## src/rtl/wb_write_arbiter_if.sv

```systemverilog
// Register-file write-port bundle shared by the arbiter and its producers.
// The slave modport is the arbiter's view; the master modport is the
// producer/decode side (pipeline writeback, LU, decode operand queries).
interface wb_write_arbiter_if #(
    parameter int WIDTH      = 32,
    parameter int ADDR_WIDTH = 5,
    parameter int DEPTH      = 4
);
    localparam int CNT_W = $clog2(DEPTH) + 1;

    // Pipeline writeback request
    logic                  wb_valid;
    logic [ADDR_WIDTH-1:0] wb_addr;
    logic [WIDTH-1:0]      wb_data;

    // Long-latency unit result handshake
    logic                  lu_valid;
    logic                  lu_ready;
    logic [ADDR_WIDTH-1:0] lu_addr;
    logic [WIDTH-1:0]      lu_data;

    // Register-file write port
    logic                  RegWrite;
    logic [ADDR_WIDTH-1:0] W_addr;
    logic [WIDTH-1:0]      W_data;

    // Decode operand busy queries
    logic [ADDR_WIDTH-1:0] rs_addr;
    logic [ADDR_WIDTH-1:0] rt_addr;
    logic                  rs_busy;
    logic                  rt_busy;

    // Occupancy, including squashed slots
    logic [CNT_W-1:0]      fifo_count;

    modport slave (
        input  wb_valid, wb_addr, wb_data,
        input  lu_valid, lu_addr, lu_data,
        input  rs_addr, rt_addr,
        output lu_ready,
        output RegWrite, W_addr, W_data,
        output rs_busy, rt_busy,
        output fifo_count
    );

    modport master (
        output wb_valid, wb_addr, wb_data,
        output lu_valid, lu_addr, lu_data,
        output rs_addr, rt_addr,
        input  lu_ready,
        input  RegWrite, W_addr, W_data,
        input  rs_busy, rt_busy,
        input  fifo_count
    );
endinterface

```

## src/rtl/wb_write_arbiter.sv

```systemverilog
// Register-file write-port arbiter.
// Pipeline writeback always owns the port. LU results wait in a small
// in-order FIFO and drain into cycles the pipeline leaves idle. A pipeline
// write squashes older queued LU results to the same register, so the
// program-order-last write is the one that sticks. Busy flags report
// registers that still have an unsquashed LU result queued.
//
// LU handshake: a transfer happens on a posedge where lu_valid && lu_ready.
// lu_ready depends only on the registered occupancy (a pop in the same
// cycle does not raise it). While lu_valid=1 and lu_ready=0 the LU keeps
// lu_addr/lu_data stable. A transfer to register 0 completes the handshake
// but the result is dropped.
module wb_write_arbiter #(
    parameter int WIDTH      = 32,
    parameter int ADDR_WIDTH = 5,
    parameter int DEPTH      = 4   // power of two, at least 2
) (
    input logic                clk,
    input logic                rst,
    wb_write_arbiter_if.slave  bus
);
    localparam int PTR_W = $clog2(DEPTH);
    localparam int CNT_W = PTR_W + 1;

    // FIFO storage; a slot stays occupied after being squashed
    logic [ADDR_WIDTH-1:0] ent_addr [DEPTH];
    logic [WIDTH-1:0]      ent_data [DEPTH];
    logic [DEPTH-1:0]      ent_valid;
    logic [DEPTH-1:0]      ent_valid_next;

    logic [PTR_W-1:0]      rd_ptr;
    logic [PTR_W-1:0]      wr_ptr;
    logic [CNT_W-1:0]      count;

    logic                  wb_eff;
    logic                  lu_fire;
    logic                  lu_enq;
    logic                  pop;
    logic                  head_valid;
    logic [ADDR_WIDTH-1:0] head_addr;
    logic [WIDTH-1:0]      head_data;
    logic                  rs_hit;
    logic                  rt_hit;

    // Writes to register 0 are architecturally void, so they are not requests
    assign wb_eff     = bus.wb_valid && (bus.wb_addr != '0);

    assign bus.lu_ready = !rst && (count < CNT_W'(DEPTH));
    assign lu_fire    = bus.lu_valid && bus.lu_ready;
    assign lu_enq     = lu_fire && (bus.lu_addr != '0);

    // The FIFO only gets the port when the pipeline leaves it idle
    assign pop        = !wb_eff && (count != '0);

    assign head_valid = ent_valid[rd_ptr];
    assign head_addr  = ent_addr[rd_ptr];
    assign head_data  = ent_data[rd_ptr];

    assign bus.fifo_count = count;

    // Next entry-valid vector: squash older matches, retire head, mark new slot
    always_comb begin
        ent_valid_next = ent_valid;
        if (wb_eff) begin
            for (int i = 0; i < DEPTH; i++) begin
                if (ent_addr[i] == bus.wb_addr) begin
                    ent_valid_next[i] = 1'b0;
                end
            end
        end
        if (pop) begin
            ent_valid_next[rd_ptr] = 1'b0;
        end
        // Applied last: a result enqueued alongside a matching pipeline
        // write is program-order later and must survive
        if (lu_enq) begin
            ent_valid_next[wr_ptr] = 1'b1;
        end
    end

    // Operand busy lookup against registered, unsquashed entries only
    always_comb begin
        rs_hit = 1'b0;
        rt_hit = 1'b0;
        for (int i = 0; i < DEPTH; i++) begin
            if (ent_valid[i] && (ent_addr[i] == bus.rs_addr)) begin
                rs_hit = 1'b1;
            end
            if (ent_valid[i] && (ent_addr[i] == bus.rt_addr)) begin
                rt_hit = 1'b1;
            end
        end
    end

    assign bus.rs_busy = (bus.rs_addr != '0) && rs_hit;
    assign bus.rt_busy = (bus.rt_addr != '0) && rt_hit;

    // FIFO slot contents and validity
    always_ff @(posedge clk or posedge rst) begin
        if (rst) begin
            for (int i = 0; i < DEPTH; i++) begin
                ent_addr[i] <= '0;
                ent_data[i] <= '0;
            end
            ent_valid <= '0;
        end else begin
            if (lu_enq) begin
                ent_addr[wr_ptr] <= bus.lu_addr;
                ent_data[wr_ptr] <= bus.lu_data;
            end
            ent_valid <= ent_valid_next;
        end
    end

    // Circular pointers and occupancy; pointers wrap naturally at DEPTH
    always_ff @(posedge clk or posedge rst) begin
        if (rst) begin
            rd_ptr <= '0;
            wr_ptr <= '0;
            count  <= '0;
        end else begin
            if (lu_enq) begin
                wr_ptr <= wr_ptr + 1'b1;
            end
            if (pop) begin
                rd_ptr <= rd_ptr + 1'b1;
            end
            case ({lu_enq, pop})
                2'b10:   count <= count + 1'b1;
                2'b01:   count <= count - 1'b1;
                default: count <= count;
            endcase
        end
    end

    // Registered write port: pipeline first, then FIFO head, else idle
    always_ff @(posedge clk or posedge rst) begin
        if (rst) begin
            bus.RegWrite <= 1'b0;
            bus.W_addr   <= '0;
            bus.W_data   <= '0;
        end else if (wb_eff) begin
            bus.RegWrite <= 1'b1;
            bus.W_addr   <= bus.wb_addr;
            bus.W_data   <= bus.wb_data;
        end else if (pop) begin
            // A squashed head still burns this slot but writes nothing
            bus.RegWrite <= head_valid;
            if (head_valid) begin
                bus.W_addr <= head_addr;
                bus.W_data <= head_data;
            end
        end else begin
            bus.RegWrite <= 1'b0;
        end
    end
endmodule

```

## src/flat_wrapper.sv

```systemverilog
// flat-port wrapper written by rule: the top's interface ports become plain ports
module wb_write_arbiter_flat 
#(
    parameter int WIDTH      = 32,
    parameter int ADDR_WIDTH = 5,
    parameter int DEPTH      = 4                              
)
  (clk, rst, bus_wb_valid, bus_wb_addr, bus_wb_data, bus_lu_valid, bus_lu_addr, bus_lu_data, bus_rs_addr, bus_rt_addr, bus_lu_ready, bus_RegWrite, bus_W_addr, bus_W_data, bus_rs_busy, bus_rt_busy, bus_fifo_count);
  wb_write_arbiter_if #(.WIDTH(WIDTH), .ADDR_WIDTH(ADDR_WIDTH), .DEPTH(DEPTH)) bus_i ();
  input logic clk;
  input logic rst;
  input wire logic [$bits(bus_i.wb_valid)-1:0] bus_wb_valid;
  input wire logic [$bits(bus_i.wb_addr)-1:0] bus_wb_addr;
  input wire logic [$bits(bus_i.wb_data)-1:0] bus_wb_data;
  input wire logic [$bits(bus_i.lu_valid)-1:0] bus_lu_valid;
  input wire logic [$bits(bus_i.lu_addr)-1:0] bus_lu_addr;
  input wire logic [$bits(bus_i.lu_data)-1:0] bus_lu_data;
  input wire logic [$bits(bus_i.rs_addr)-1:0] bus_rs_addr;
  input wire logic [$bits(bus_i.rt_addr)-1:0] bus_rt_addr;
  output wire logic [$bits(bus_i.lu_ready)-1:0] bus_lu_ready;
  output wire logic [$bits(bus_i.RegWrite)-1:0] bus_RegWrite;
  output wire logic [$bits(bus_i.W_addr)-1:0] bus_W_addr;
  output wire logic [$bits(bus_i.W_data)-1:0] bus_W_data;
  output wire logic [$bits(bus_i.rs_busy)-1:0] bus_rs_busy;
  output wire logic [$bits(bus_i.rt_busy)-1:0] bus_rt_busy;
  output wire logic [$bits(bus_i.fifo_count)-1:0] bus_fifo_count;
  assign bus_i.wb_valid = bus_wb_valid;
  assign bus_i.wb_addr = bus_wb_addr;
  assign bus_i.wb_data = bus_wb_data;
  assign bus_i.lu_valid = bus_lu_valid;
  assign bus_i.lu_addr = bus_lu_addr;
  assign bus_i.lu_data = bus_lu_data;
  assign bus_i.rs_addr = bus_rs_addr;
  assign bus_i.rt_addr = bus_rt_addr;
  assign bus_lu_ready = bus_i.lu_ready;
  assign bus_RegWrite = bus_i.RegWrite;
  assign bus_W_addr = bus_i.W_addr;
  assign bus_W_data = bus_i.W_data;
  assign bus_rs_busy = bus_i.rs_busy;
  assign bus_rt_busy = bus_i.rt_busy;
  assign bus_fifo_count = bus_i.fifo_count;
  wb_write_arbiter #(.WIDTH(WIDTH), .ADDR_WIDTH(ADDR_WIDTH), .DEPTH(DEPTH)) u_core (.clk(clk), .rst(rst), .bus(bus_i));
endmodule
```

## config.mk

```make
export PLATFORM = sky130hd
export DESIGN_NAME = wb_write_arbiter_flat
export DESIGN_NICKNAME = d
export VERILOG_FILES = /design/src/rtl/wb_write_arbiter_if.sv /design/src/rtl/wb_write_arbiter.sv /design/src/flat_wrapper.sv
export SDC_FILE = /design/constraint.sdc
export NUM_CORES = 1
export LEC_CHECK = 0
export CAP_MARGIN = 20
export CORE_UTILIZATION = 50
export CTS_BUF_LIST = sky130_fd_sc_hd__clkbuf_4 sky130_fd_sc_hd__clkbuf_8
export CTS_CLUSTER_SIZE = 30
export DETAILED_ROUTE_END_ITERATION = 10
export GPL_TIMING_DRIVEN = 0
export PLACE_DENSITY = 0.74
export SYNTH_ARGS = -nofsm -noshare
export SYNTH_HDL_FRONTEND = slang
export SYNTH_SLANG_ARGS = --single-unit
```

## constraint.sdc

```tcl
create_clock -name clk -period 9.7 [get_ports clk]
set_input_delay 1.94 -clock clk [delete_from_list [all_inputs] [get_ports clk]]
set_output_delay 1.94 -clock clk [all_outputs]
set_load 0.01 [all_outputs]
```

==> qor.tcl <==
set qor(cts_setup_buffers) 0
set qor(die-area_um2) 19700
set qor(synthesis.area_per_instance_um2) 13.9
set qor(antenna_found_initial) 1
set qor(seq_area_frac_synth) 0.515
set qor(routed-via-count) 6024
set qor(worst_slew_pin_slew_ps) 1090
set qor(clk_latency_ps) 470
set qor(logic_gate_share_of_total_power) 0.419
set qor(areaGrowthSynthToFinish_pct) 19.7
set qor(design_power_total_mw) 3.50
set qor(finalSetupTns_ps) 0
set qor(die_w_um) 140
set qor(layout-drive-gt1-share) 0.232
set qor(hold-path-endpoint) {u_core.bus.W_data[29]$_DFFE_PP0P_}
set qor(final.fill_count) 1452
set qor(tritoncts_clock_tree) {done}
set qor(critical_path.reg2reg.endpoint) {u_core.ent_data[70]$_DFFE_PP0P_}
set qor(max_freq_mhz) 178
set qor(finalMaxSlewViolations) 0
set qor(worst_ir_drop_vdd_mv) 0.129
set qor(syn-instance-count) 688
set qor(cap_violations) 0
set qor(max-slew-margin-rel) 0.264
set qor(cellPowerDensity_nw_per_um2) 306
set qor(finalWirelength_um) 22900
set qor(register_area_um2) 4930
set qor(routed_via_density) 5.62
set qor(chipHeight_um) 140
set qor(min_path_cells) 2
set qor(r2r_cells) 7
set qor(leakage_nw) 4.96
set qor(clockRootBuffer) {sky130_fd_sc_hd__clkbuf_8}
set qor(timing.rr.start) {u_core.bus.fifo_count[2]$_DFFE_PP0P_}
set qor(clock_network_power_share) 0.149
set qor(cp-start-kind) {input port}
set qor(net_load_switching_power_mw) 1.20
set qor(clockBufferDepth) 2
set qor(ctsHtreeMaxLevel) 4
set qor(outcome) {complete, no violations}
set qor(critPathRequiredTime_ps) 7760
set qor(crit_fanout) 5
set qor(path_class) {input port to output pin}
set qor(drtAntennaViolNets) 0
set qor(share_seq_of_total_power) 0.432
set qor(ctsResizeCount) 0
set qor(multi_input_comb_area_um2) 4350
set qor(placement_rows) 50
set qor(warnings_from_yosys) 0
set qor(rsz_0062_raised_after_global_routing) {no}
set qor(min-delay-start) {u_core.bus.W_data[29]$_DFFE_PP0P_}
set qor(detailedPlacementHpwl_um) 16600
set qor(final-hold-violation-count) 0
set qor(synth.distinct_cells) 38
set qor(postCtsHoldBufs) 0
set qor(postSynthRegisterBits) 197
set qor(core_area_um2) 18700
set qor(detailedRoute.firstPassIterationCount) 4
set qor(cts_made_buffers) 17
set qor(global_route_overflow) 0
set qor(finalCriticalPeriod_ps) 5620
set qor(detail_route.iter0.violations) 356
set qor(worstPathArrival_ps) 3680
set qor(drc) 0
set qor(grtUsageTotal) 0.246
set qor(p_sw_frac) 0.343
set qor(via_count_of_the_first_global_routing_pass) 6573
set qor(place.gp.congestion) 0.897
set qor(type_of_destination_of_the_critical_path) {output pin}
set qor(synth_nets) 786
set qor(mappedNetlistArea_um2) 9560
set qor(cts.sink_count) 197
set qor(worstHoldPathType) {flop to flop}
set qor(port_buffers) 116
set qor(post_drt_wl_per_cell_um) 21.4
set qor(setup-violations-final) 0
set qor(grt_first_pass_wirelength_um) 36000
set qor(intPower_mw) 2.30
set qor(worst-r2r-setup-slack_ps) 7090
set qor(clk_transition_reported_paths_ps) 90
set qor(floorplan.initialDensity) 0.511
set qor(fin_crit_sh) 0.579
set qor(final_net_count) 922
set qor(maximum_number_of_pins_on_one_net_before_global_route_repair) 143
set qor(num_io_pins) 132
set qor(clock-skew-final_ps) 19.4
Yosys cell counts (all sizes together):
cell type / number / area share
a21oi: 4 / 0.0025
a32oi: 2 / 0.0018
and2: 5 / 0.0035
buf: 26 / 0.016
clkbuf: 25 / 0.010
dfrtp: 197 / 0.52
fa: 1 / 0.0021
ha: 9 / 0.012
inv: 10 / 0.0039
mux2: 148 / 0.17
mux2i: 36 / 0.038
mux4: 38 / 0.089
nand2: 43 / 0.017
nand3: 12 / 0.0063
nand4: 2 / 0.0013
nor2: 6 / 0.0024
nor3: 1 / 0.00052
nor4: 8 / 0.0052
o21a: 2 / 0.0016
o21ai: 39 / 0.029
o31a: 1 / 0.00092
o31ai: 1 / 0.00079
o41ai: 4 / 0.0037
or4: 3 / 0.0027
xnor2: 23 / 0.021
xor2: 42 / 0.038
layout by cell type (no fill, tap or decap), types with 3 or more instances in the layout:
cell | Yosys | layout
sky130_fd_sc_hd__a21oi_1 | 3 | 3
sky130_fd_sc_hd__and2_1 | 4 | 4
sky130_fd_sc_hd__buf_2 | 18 | 18
sky130_fd_sc_hd__buf_4 | 3 | 3
sky130_fd_sc_hd__buf_6 | 3 | 3
sky130_fd_sc_hd__clkbuf_1 | 24 | 24
sky130_fd_sc_hd__clkbuf_4 | 1 | 3
sky130_fd_sc_hd__clkbuf_8 | 0 | 21
sky130_fd_sc_hd__clkdlybuf4s50_1 | 0 | 116
sky130_fd_sc_hd__clkinvlp_4 | 0 | 3
sky130_fd_sc_hd__dfrtp_1 | 197 | 197
sky130_fd_sc_hd__ha_1 | 9 | 9
sky130_fd_sc_hd__inv_1 | 9 | 8
sky130_fd_sc_hd__mux2_1 | 76 | 76
sky130_fd_sc_hd__mux2_2 | 72 | 72
sky130_fd_sc_hd__mux2i_1 | 36 | 36
sky130_fd_sc_hd__mux4_2 | 38 | 38
sky130_fd_sc_hd__nand2_1 | 43 | 43
sky130_fd_sc_hd__nand3_1 | 12 | 12
sky130_fd_sc_hd__nor2_1 | 6 | 6
sky130_fd_sc_hd__nor4_1 | 8 | 8
sky130_fd_sc_hd__o21ai_1 | 17 | 17
sky130_fd_sc_hd__o21ai_2 | 20 | 20
sky130_fd_sc_hd__o41ai_1 | 4 | 4
sky130_fd_sc_hd__xnor2_1 | 23 | 23
sky130_fd_sc_hd__xor2_1 | 42 | 42
power by group through the flow:
stage / logic [mW] / registers, mW / clock network (mW)
5_1_grt: 1.58 / 1.56 / 0.564
2_1_floorplan: 0.995 / 1.47 / 0
3_3_place_gp: 1.43 / 1.49 / 0
3_5_place_dp: 1.48 / 1.53 / 0
4_1_cts: 1.49 / 1.51 / 0.536
6_report: 1.47 / 1.51 / 0.521
sequential cells by signal, indices dropped and copies added, names as in the netlist:
name,cells
u_core.bus.fifo_count,3
u_core.bus.RegWrite,1
u_core.bus.W_data,32
u_core.ent_valid,4
u_core.wr_ptr,2
u_core.ent_addr,20
u_core.ent_data,128
u_core.bus.W_addr,5
u_core.rd_ptr,2
through the flow:
stage               setup WS, ps  utilization  area, um^2  hold WS [ps]  std cells
floorplan                   2390            -        9560           459        688
global placement             390        0.589       11000           464       1038
detailed placement          4090        0.591       11100           471       1039
CTS                         4080        0.612       11400           493       1071
global route                3970        0.612       11400           501       1071
finish                      4080        0.612       11500           490       1072
worst max-delay path by stage:
stage / start / end / cells past startpoint
final: bus_rt_addr[3] / bus_rt_busy / 7
after global routing: bus_rs_addr[0] / bus_rs_busy / 7
after CTS: bus_rt_addr[3] / bus_rt_busy / 7
after detailed placement: bus_rt_addr[3] / bus_rt_busy / 7
after global placement: rst / u_core.ent_data[45]$_DFFE_PP0P_ / 2
after floorplan: rst / u_core.bus.RegWrite$_DFF_PP0_ / 1
per-layer routing:
layer,global-route usage,vias up,wire (um)
li1,-,2731,-
met1,0.303,3121,9510
met2,0.431,137,12000
met3,0.0462,35,819
met4,0.0937,0,653
met5,0,-,0
worst max-delay path, cell delays in order:
cell and delay [ps]:
sky130_fd_sc_hd__clkbuf_1 260, sky130_fd_sc_hd__xor2_1 110, sky130_fd_sc_hd__nor4_1 420, sky130_fd_sc_hd__nand3_1 150, sky130_fd_sc_hd__nand4_1 130, sky130_fd_sc_hd__o21a_1 130
sky130_fd_sc_hd__clkdlybuf4s50_1 530
layout make-up:
type / count / share of cell area
Tap cell: 234 / 0.0256
Inverter: 10 / 0.00393
Multi-Input combinational cell: 430 / 0.379
Timing Repair Buffer: 117 / 0.104
Antenna cell: 1 / 0.000219
Clock buffer: 23 / 0.0265
Sequential cell: 197 / 0.430
Buffer: 51 / 0.0220
Clock inverter: 9 / 0.00808
logic make-up (layout without fill, tap and decap cells):
family                   after synthesis  in the layout  synth area share
flip-flops                           197            197             0.515
other                                  0              1                 0
adder cells (fa/ha/maj)               10             10            0.0139
multiplexers                         222            222             0.301
XOR/XNOR                              65             65            0.0595
AO/OA/AOI/OAI                         53             53            0.0407
AND/OR/NAND/NOR                       80             80            0.0389
buffers and inverters                 61            210            0.0302
Note: power is estimated with default switching activity, not from simulation.
==> RTL edit 1, RTL diff (same flow settings) <==
`WIDTH` is set to 32 in 3 places; all go to 16.
--- a/src/rtl/wb_write_arbiter_if.sv
+++ b/src/rtl/wb_write_arbiter_if.sv
@@ -2,7 +2,7 @@
 // The slave modport is the arbiter's view; the master modport is the
 // producer/decode side (pipeline writeback, LU, decode operand queries).
 interface wb_write_arbiter_if #(
-    parameter int WIDTH      = 32,
+    parameter int WIDTH      = 16,
     parameter int ADDR_WIDTH = 5,
     parameter int DEPTH      = 4
 );
--- a/src/rtl/wb_write_arbiter.sv
+++ b/src/rtl/wb_write_arbiter.sv
@@ -11,7 +11,7 @@
 // lu_addr/lu_data stable. A transfer to register 0 completes the handshake
 // but the result is dropped.
 module wb_write_arbiter #(
-    parameter int WIDTH      = 32,
+    parameter int WIDTH      = 16,
     parameter int ADDR_WIDTH = 5,
     parameter int DEPTH      = 4   // power of two, at least 2
 ) (
--- a/src/flat_wrapper.sv
+++ b/src/flat_wrapper.sv
@@ -1,7 +1,7 @@
 // flat-port wrapper written by rule: the top's interface ports become plain ports
 module wb_write_arbiter_flat 
 #(
-    parameter int WIDTH      = 32,
+    parameter int WIDTH      = 16,
     parameter int ADDR_WIDTH = 5,
     parameter int DEPTH      = 4                              
 )
Interface: changed (resized bus_W_data, bus_lu_data and bus_wb_data); port bits go from 132 to 84. No check against the original RTL was run, so the function may have changed too.
==> RTL edit 1 against the unedited design <==
The run now ends with design-rule violations left; fmax is 2.4% higher; power is 32% lower; wire length is 39% lower; non-clock buffer count is 64 lower; register-to-register slack better by 480 ps; worst setup slack better by 130 ps; area after synthesis is 37% lower; critical path depth stayed put; sequential cell count is 80 lower; final area is 35% lower.
==> RTL edit 1: results (changes against the unedited design) <==
\begin{tabular}{lr}
\hline
Metric & Value \\
\hline
\multicolumn{2}{l}{\textbf{Run status}} \\
\quad Result of the run & finished with violations \\
\quad Violations in the final reports & design-rule violations \\
\multicolumn{2}{l}{\textbf{Final layout}} \\
\quad Non-filler cells in the finished layout & 706 (-34\%) \\
\quad Largest registers & u\_core.ent\_data (64), u\_core.ent\_addr (20), u\_core.bus.W\_data (16) \\
\quad Antenna diodes & 0 (-1) \\
\quad Synth-to-layout area growth & 21.91\% \\
\quad Clock buffer count & 21 (-8.7\%) \\
\multicolumn{2}{l}{\textbf{Global routing}} \\
\quad First-pass GRT wire length & 22,780 microns (-37\%) \\
\quad Antenna violations before repair & 0 (-1) \\
\quad Routing usage on met2 & 38.18\% (-5.0 points) \\
\quad GRT met1 Usage & 33.60\% (+3.3 points) \\
\multicolumn{2}{l}{\textbf{Logic synthesis}} \\
\quad Sequential area share after synthesis & 48.29\% (-3.3 points) \\
\quad Post-synthesis area per instance & 13.07 sq um (-6.0\%) \\
\quad Area contributors post-synth & sky130\_fd\_sc\_hd\_\_dfrtp\_1 (48\%), sky130\_fd\_sc\_hd\_\_mux2\_2 (16\%), sky130\_fd\_sc\_hd\_\_mux4\_2 (8.2\%), sky130\_fd\_sc\_hd\_\_xor2\_1 (6.1\%), sky130\_fd\_sc\_hd\_\_mux2i\_1 (3.5\%) \\
\multicolumn{2}{l}{\textbf{Power and ir drop}} \\
\quad NetSw & 0.7939 mW (-34\%) \\
\quad Leakage power & 3.206 nW (-35\%) \\
\quad IR Drop Worst-Case VDD & 191.9 uV (+49\%) \\
\multicolumn{2}{l}{\textbf{Setup path}} \\
\quad Terminus of the critical flop-to-flop path & u\_core.bus.W\_data[10] \\
\quad Worst EP arrival & 3550 ps (-130 ps) \\
\quad Number of cell instances on the worst register-to-register path & 5 (-2) \\
\quad Minimum setup slack among reg-to-reg paths & 7570 ps (+480 ps) \\
\multicolumn{2}{l}{\textbf{Routing}} \\
\quad Met3 routed WL & 611 microns (-25\%) \\
\quad DRC violations left & 4 (+4) \\
\quad Sum of met2 wire segment lengths after detailed routing & 6792 microns (-43\%) \\
\quad Number of detailed-routing iterations run before antenna repair & 7 (+3) \\
\multicolumn{2}{l}{\textbf{Placed design}} \\
\quad IO buf count & 68 (-41\%) \\
\multicolumn{2}{l}{\textbf{Timing}} \\
\quad Worst Skew & 12.02 ps (-7.342 ps) \\
\quad Headroom to the max-slew limit & 32.74\% (+6.3 points) \\
\hline
\end{tabular}
-- RTL edit 1: cell count changes after synthesis, sizes merged, moves of 15 or more --
cell	before	now
a21oi	4	21
dfrtp	197	117
mux2	148	84
mux2i	36	21
mux4	38	22
nand2	43	10
nor2	6	23
o21ai	39	7
-- RTL edit 1: power by group through the flow --
stage	Combinational (mW)	Sequential (mW)	Clock, mW
2_1_floorplan	0.656	0.897	0
3_3_place_gp	0.903	0.936	0
3_5_place_dp	0.940	0.951	0
4_1_cts	0.944	0.943	0.500
5_1_grt	1.02	0.974	0.522
6_report	0.936	0.949	0.493
-- RTL edit 1: kinds of logic after synthesis --
family                   Yosys count  synth area share, %
flip-flops                       117                48.29
buffers and inverters             44                3.694
XOR/XNOR                          65                9.389
multiplexers                     127                27.24
adder cells (fa/ha/maj)           10                2.187
AO/OA/AOI/OAI                     37                4.003
AND/OR/NAND/NOR                   64                5.200
==> RTL edit 2, RTL diff (config.mk and constraints unchanged) <==
Made on the original files. Make the reset (`rst`) synchronous in 3 clocked blocks.
--- a/src/rtl/wb_write_arbiter.sv
+++ b/src/rtl/wb_write_arbiter.sv
@@ -96,7 +96,7 @@
     assign bus.rt_busy = (bus.rt_addr != '0) && rt_hit;
 
     // FIFO slot contents and validity
-    always_ff @(posedge clk or posedge rst) begin
+    always_ff @(posedge clk) begin
         if (rst) begin
             for (int i = 0; i < DEPTH; i++) begin
                 ent_addr[i] <= '0;
@@ -113,7 +113,7 @@
     end
 
     // Circular pointers and occupancy; pointers wrap naturally at DEPTH
-    always_ff @(posedge clk or posedge rst) begin
+    always_ff @(posedge clk) begin
         if (rst) begin
             rd_ptr <= '0;
             wr_ptr <= '0;
@@ -134,7 +134,7 @@
     end
 
     // Registered write port: pipeline first, then FIFO head, else idle
-    always_ff @(posedge clk or posedge rst) begin
+    always_ff @(posedge clk) begin
         if (rst) begin
             bus.RegWrite <= 1'b0;
             bus.W_addr   <= '0;
Formal check against the unedited RTL: differs if rst is asserted again (counterexample within 4 cycles, from zero or initial values and one cycle with rst high); with rst held inactive, the same outputs for 4 cycles.
==> RTL edit 2 against the unedited design <==
Fmax decreased by 1.7%; wire length decreased by 0.27%; final area decreased by 1.1%; worst setup slack got worse by 100 ps; via count increased by 3.3%; area after synthesis decreased by 0.96%; sequential cell count increased by 2; first-iteration DRC count decreased by 2.0%; critical path type unchanged.
Power is not compared: it rests on default switching activity, and its combinational part moved more than twofold at a synthesized area within 25%.
==> RTL edit 2: results (changes against the unedited design) <==
\begin{tabular}{lr}
\hline
Metric & Value \\
\hline
\multicolumn{2}{l}{\textbf{Global routing}} \\
\quad First-pass GRT wire length & 35,470 microns (-1.5\%) \\
\quad Pin count of the biggest net entering global routing & 38 (-73\%) \\
\quad Global router's overall resource usage & 24.51\% (-0.10 points) \\
\quad Via count of the first global-routing pass & 6,435 (-2.1\%) \\
\quad Antenna violations before repair & 0 (-1) \\
\multicolumn{2}{l}{\textbf{Placed design}} \\
\quad Placer Congestion & 0.8649 (-3.5\%) \\
\quad IO buf count & 115 (-0.86\%) \\
\quad Cell Area, Placed & 10,930 sq um (-1.1\%) \\
\quad Sum of net half-perimeters after detailed placement & 15,800 microns (-5.0\%) \\
\multicolumn{2}{l}{\textbf{Final layout}} \\
\quad Non-filler cells in the finished layout & 1,089 (+1.6\%) \\
\quad Proportion of layout cells with a drive suffix above 1 & 15.81\% (-7.4 points) \\
\quad Antenna diodes & 0 (-1) \\
\quad Final \#Nets & 945 (+2.5\%) \\
\multicolumn{2}{l}{\textbf{Run status}} \\
\quad Result of the run & finished, final reports clean \\
\multicolumn{2}{l}{\textbf{Logic synthesis}} \\
\quad Sequential area share after synthesis & 57.69\% (+6.2 points) \\
\quad Post-Syn Nets & 810 (+3.1\%) \\
\quad Count of flip-flops with a built-in enable after synthesis & 148 (+148) \\
\quad Ys Warns & 0 (unchanged) \\
\quad Share of flip-flops with an asynchronous set or reset after synthesis & 0\% (-100 points) \\
\quad Area contributors post-synth & sky130\_fd\_sc\_hd\_\_edfxtp\_1 (47\%), sky130\_fd\_sc\_hd\_\_dfxtp\_1 (11\%), sky130\_fd\_sc\_hd\_\_and2\_1 (9.6\%), sky130\_fd\_sc\_hd\_\_mux4\_2 (9.0\%), sky130\_fd\_sc\_hd\_\_xor2\_1 (4.3\%) \\
\quad Most frequent cells after synthesis & sky130\_fd\_sc\_hd\_\_edfxtp\_1 (148), sky130\_fd\_sc\_hd\_\_and2\_1 (145), sky130\_fd\_sc\_hd\_\_dfxtp\_1 (51) \\
\quad Post-synthesis area per instance & 13.30 sq um (-4.3\%) \\
\quad Count of different cell masters after synthesis & 44 (+16\%) \\
\multicolumn{2}{l}{\textbf{Power and ir drop}} \\
\quad IR Drop Worst-Case VDD & 100.9 uV \\
\multicolumn{2}{l}{\textbf{Hold path}} \\
\quad Class of the most critical hold timing path & reg2reg \\
\multicolumn{2}{l}{\textbf{Setup path}} \\
\quad Critical Path Max Stage Delay & 550 ps (+20 ps) \\
\quad Worst EP arrival & 3780 ps (+100 ps) \\
\multicolumn{2}{l}{\textbf{Routing}} \\
\quad Detailed-route wire length & 22,880 microns (-0.27\%) \\
\quad DRC violation total after the first TritonRoute iteration & 349 (-2.0\%) \\
\quad Vias after detailed routing & 6,222 (+3.3\%) \\
\multicolumn{2}{l}{\textbf{Timing}} \\
\quad Worst Tran Pin Value & 1097 ps (+2.593 ps) \\
\quad Worst Skew & 11.10 ps (-8.264 ps) \\
\hline
\end{tabular}
-- RTL edit 2: cell count changes after synthesis, moves of 32 or more --
cell,before,now
sky130_fd_sc_hd__dfrtp_1,197,0
sky130_fd_sc_hd__edfxtp_1,0,148
sky130_fd_sc_hd__and2_1,4,145
sky130_fd_sc_hd__mux2_1,76,0
sky130_fd_sc_hd__mux2_2,72,0
sky130_fd_sc_hd__dfxtp_1,0,51
sky130_fd_sc_hd__nor2_1,6,47
sky130_fd_sc_hd__nand2_1,43,8
sky130_fd_sc_hd__mux2i_1,36,3
sky130_fd_sc_hd__o22ai_1,0,32
-- RTL edit 2: final cells by class --
cell class	instances	area, sq um
plain buffers	54	286.5
clock buffers	19	255.2
clock inverters	13	140.1
fillers	1420	6944
inverters	9	36.28
multi-input cells	450	3685
flip-flops and latches	199	5465
well taps	229	286.5
repair buffers	116	1171
-- RTL edit 2: where the power goes --
group | internal, mW | switching, mW | total [mW]
clock network | 0.242 | 0.295 | 0.537
registers | 0.978 | 0.0338 | 1.01
logic | 0.176 | 0.176 | 0.352
total | 1.40 | 0.505 | 1.90
-- RTL edit 2: critical path, delay by kind of cell --
family          cells  cell delay [ps]
buf+inv             2              830
simple gates        3              740
compound gates      1              140
xor+xnor            1              130
-- RTL edit 2: final timing paths --
check / from / end / slack, ps / cells after the start
worst max-delay path: bus_rt_addr[0] / bus_rt_busy / 3980 / 7
worst max register to register: u_core.bus.fifo_count[2] / u_core.ent_addr[0][3] / 6870 / 6
worst min register to register: u_core.bus.W_addr[4] / u_core.bus.W_addr[4] / 470 / 1
worst min-delay path: u_core.bus.W_addr[4] / u_core.bus.W_addr[4] / 470 / 1
-- RTL edit 2: logic make-up (layout without fill, tap and decap cells) --
family | count (synthesis) | count (layout) | synth area share (%)
buf+inv | 63 | 211 | 3.408
simple gates | 278 | 278 | 18.16
fa+ha+maj | 10 | 10 | 1.400
mux | 41 | 41 | 9.351
xor+xnor | 64 | 64 | 5.917
compound gates | 57 | 57 | 4.068
flops | 199 | 199 | 57.69
-- RTL edit 2: layer usage --
layer / vias up / wire (microns) / track usage [%] / share of wire [%]
li1: 2839 / - / - / -
met1: 3099 / 9601 / 31.69 / 42
met2: 244 / 11320 / 40.73 / 49
met3: 40 / 1456 / 5.093 / 6.4
met4: 0 / 503 / 9.370 / 2.2
met5: - / 0 / 0 / 0
-- RTL edit 2: through the flow --
| step | worst slack (ps) | hold slack, ps |
|---|---|---|
| floorplan | 4911 | 496.6 |
| global placement | 4140 | 432.5 |
| detailed placement | 4023 | 459.9 |
| finish | 3983 | 472.9 |
| CTS | 4022 | 481.1 |
| global route | 3923 | 493.5 |
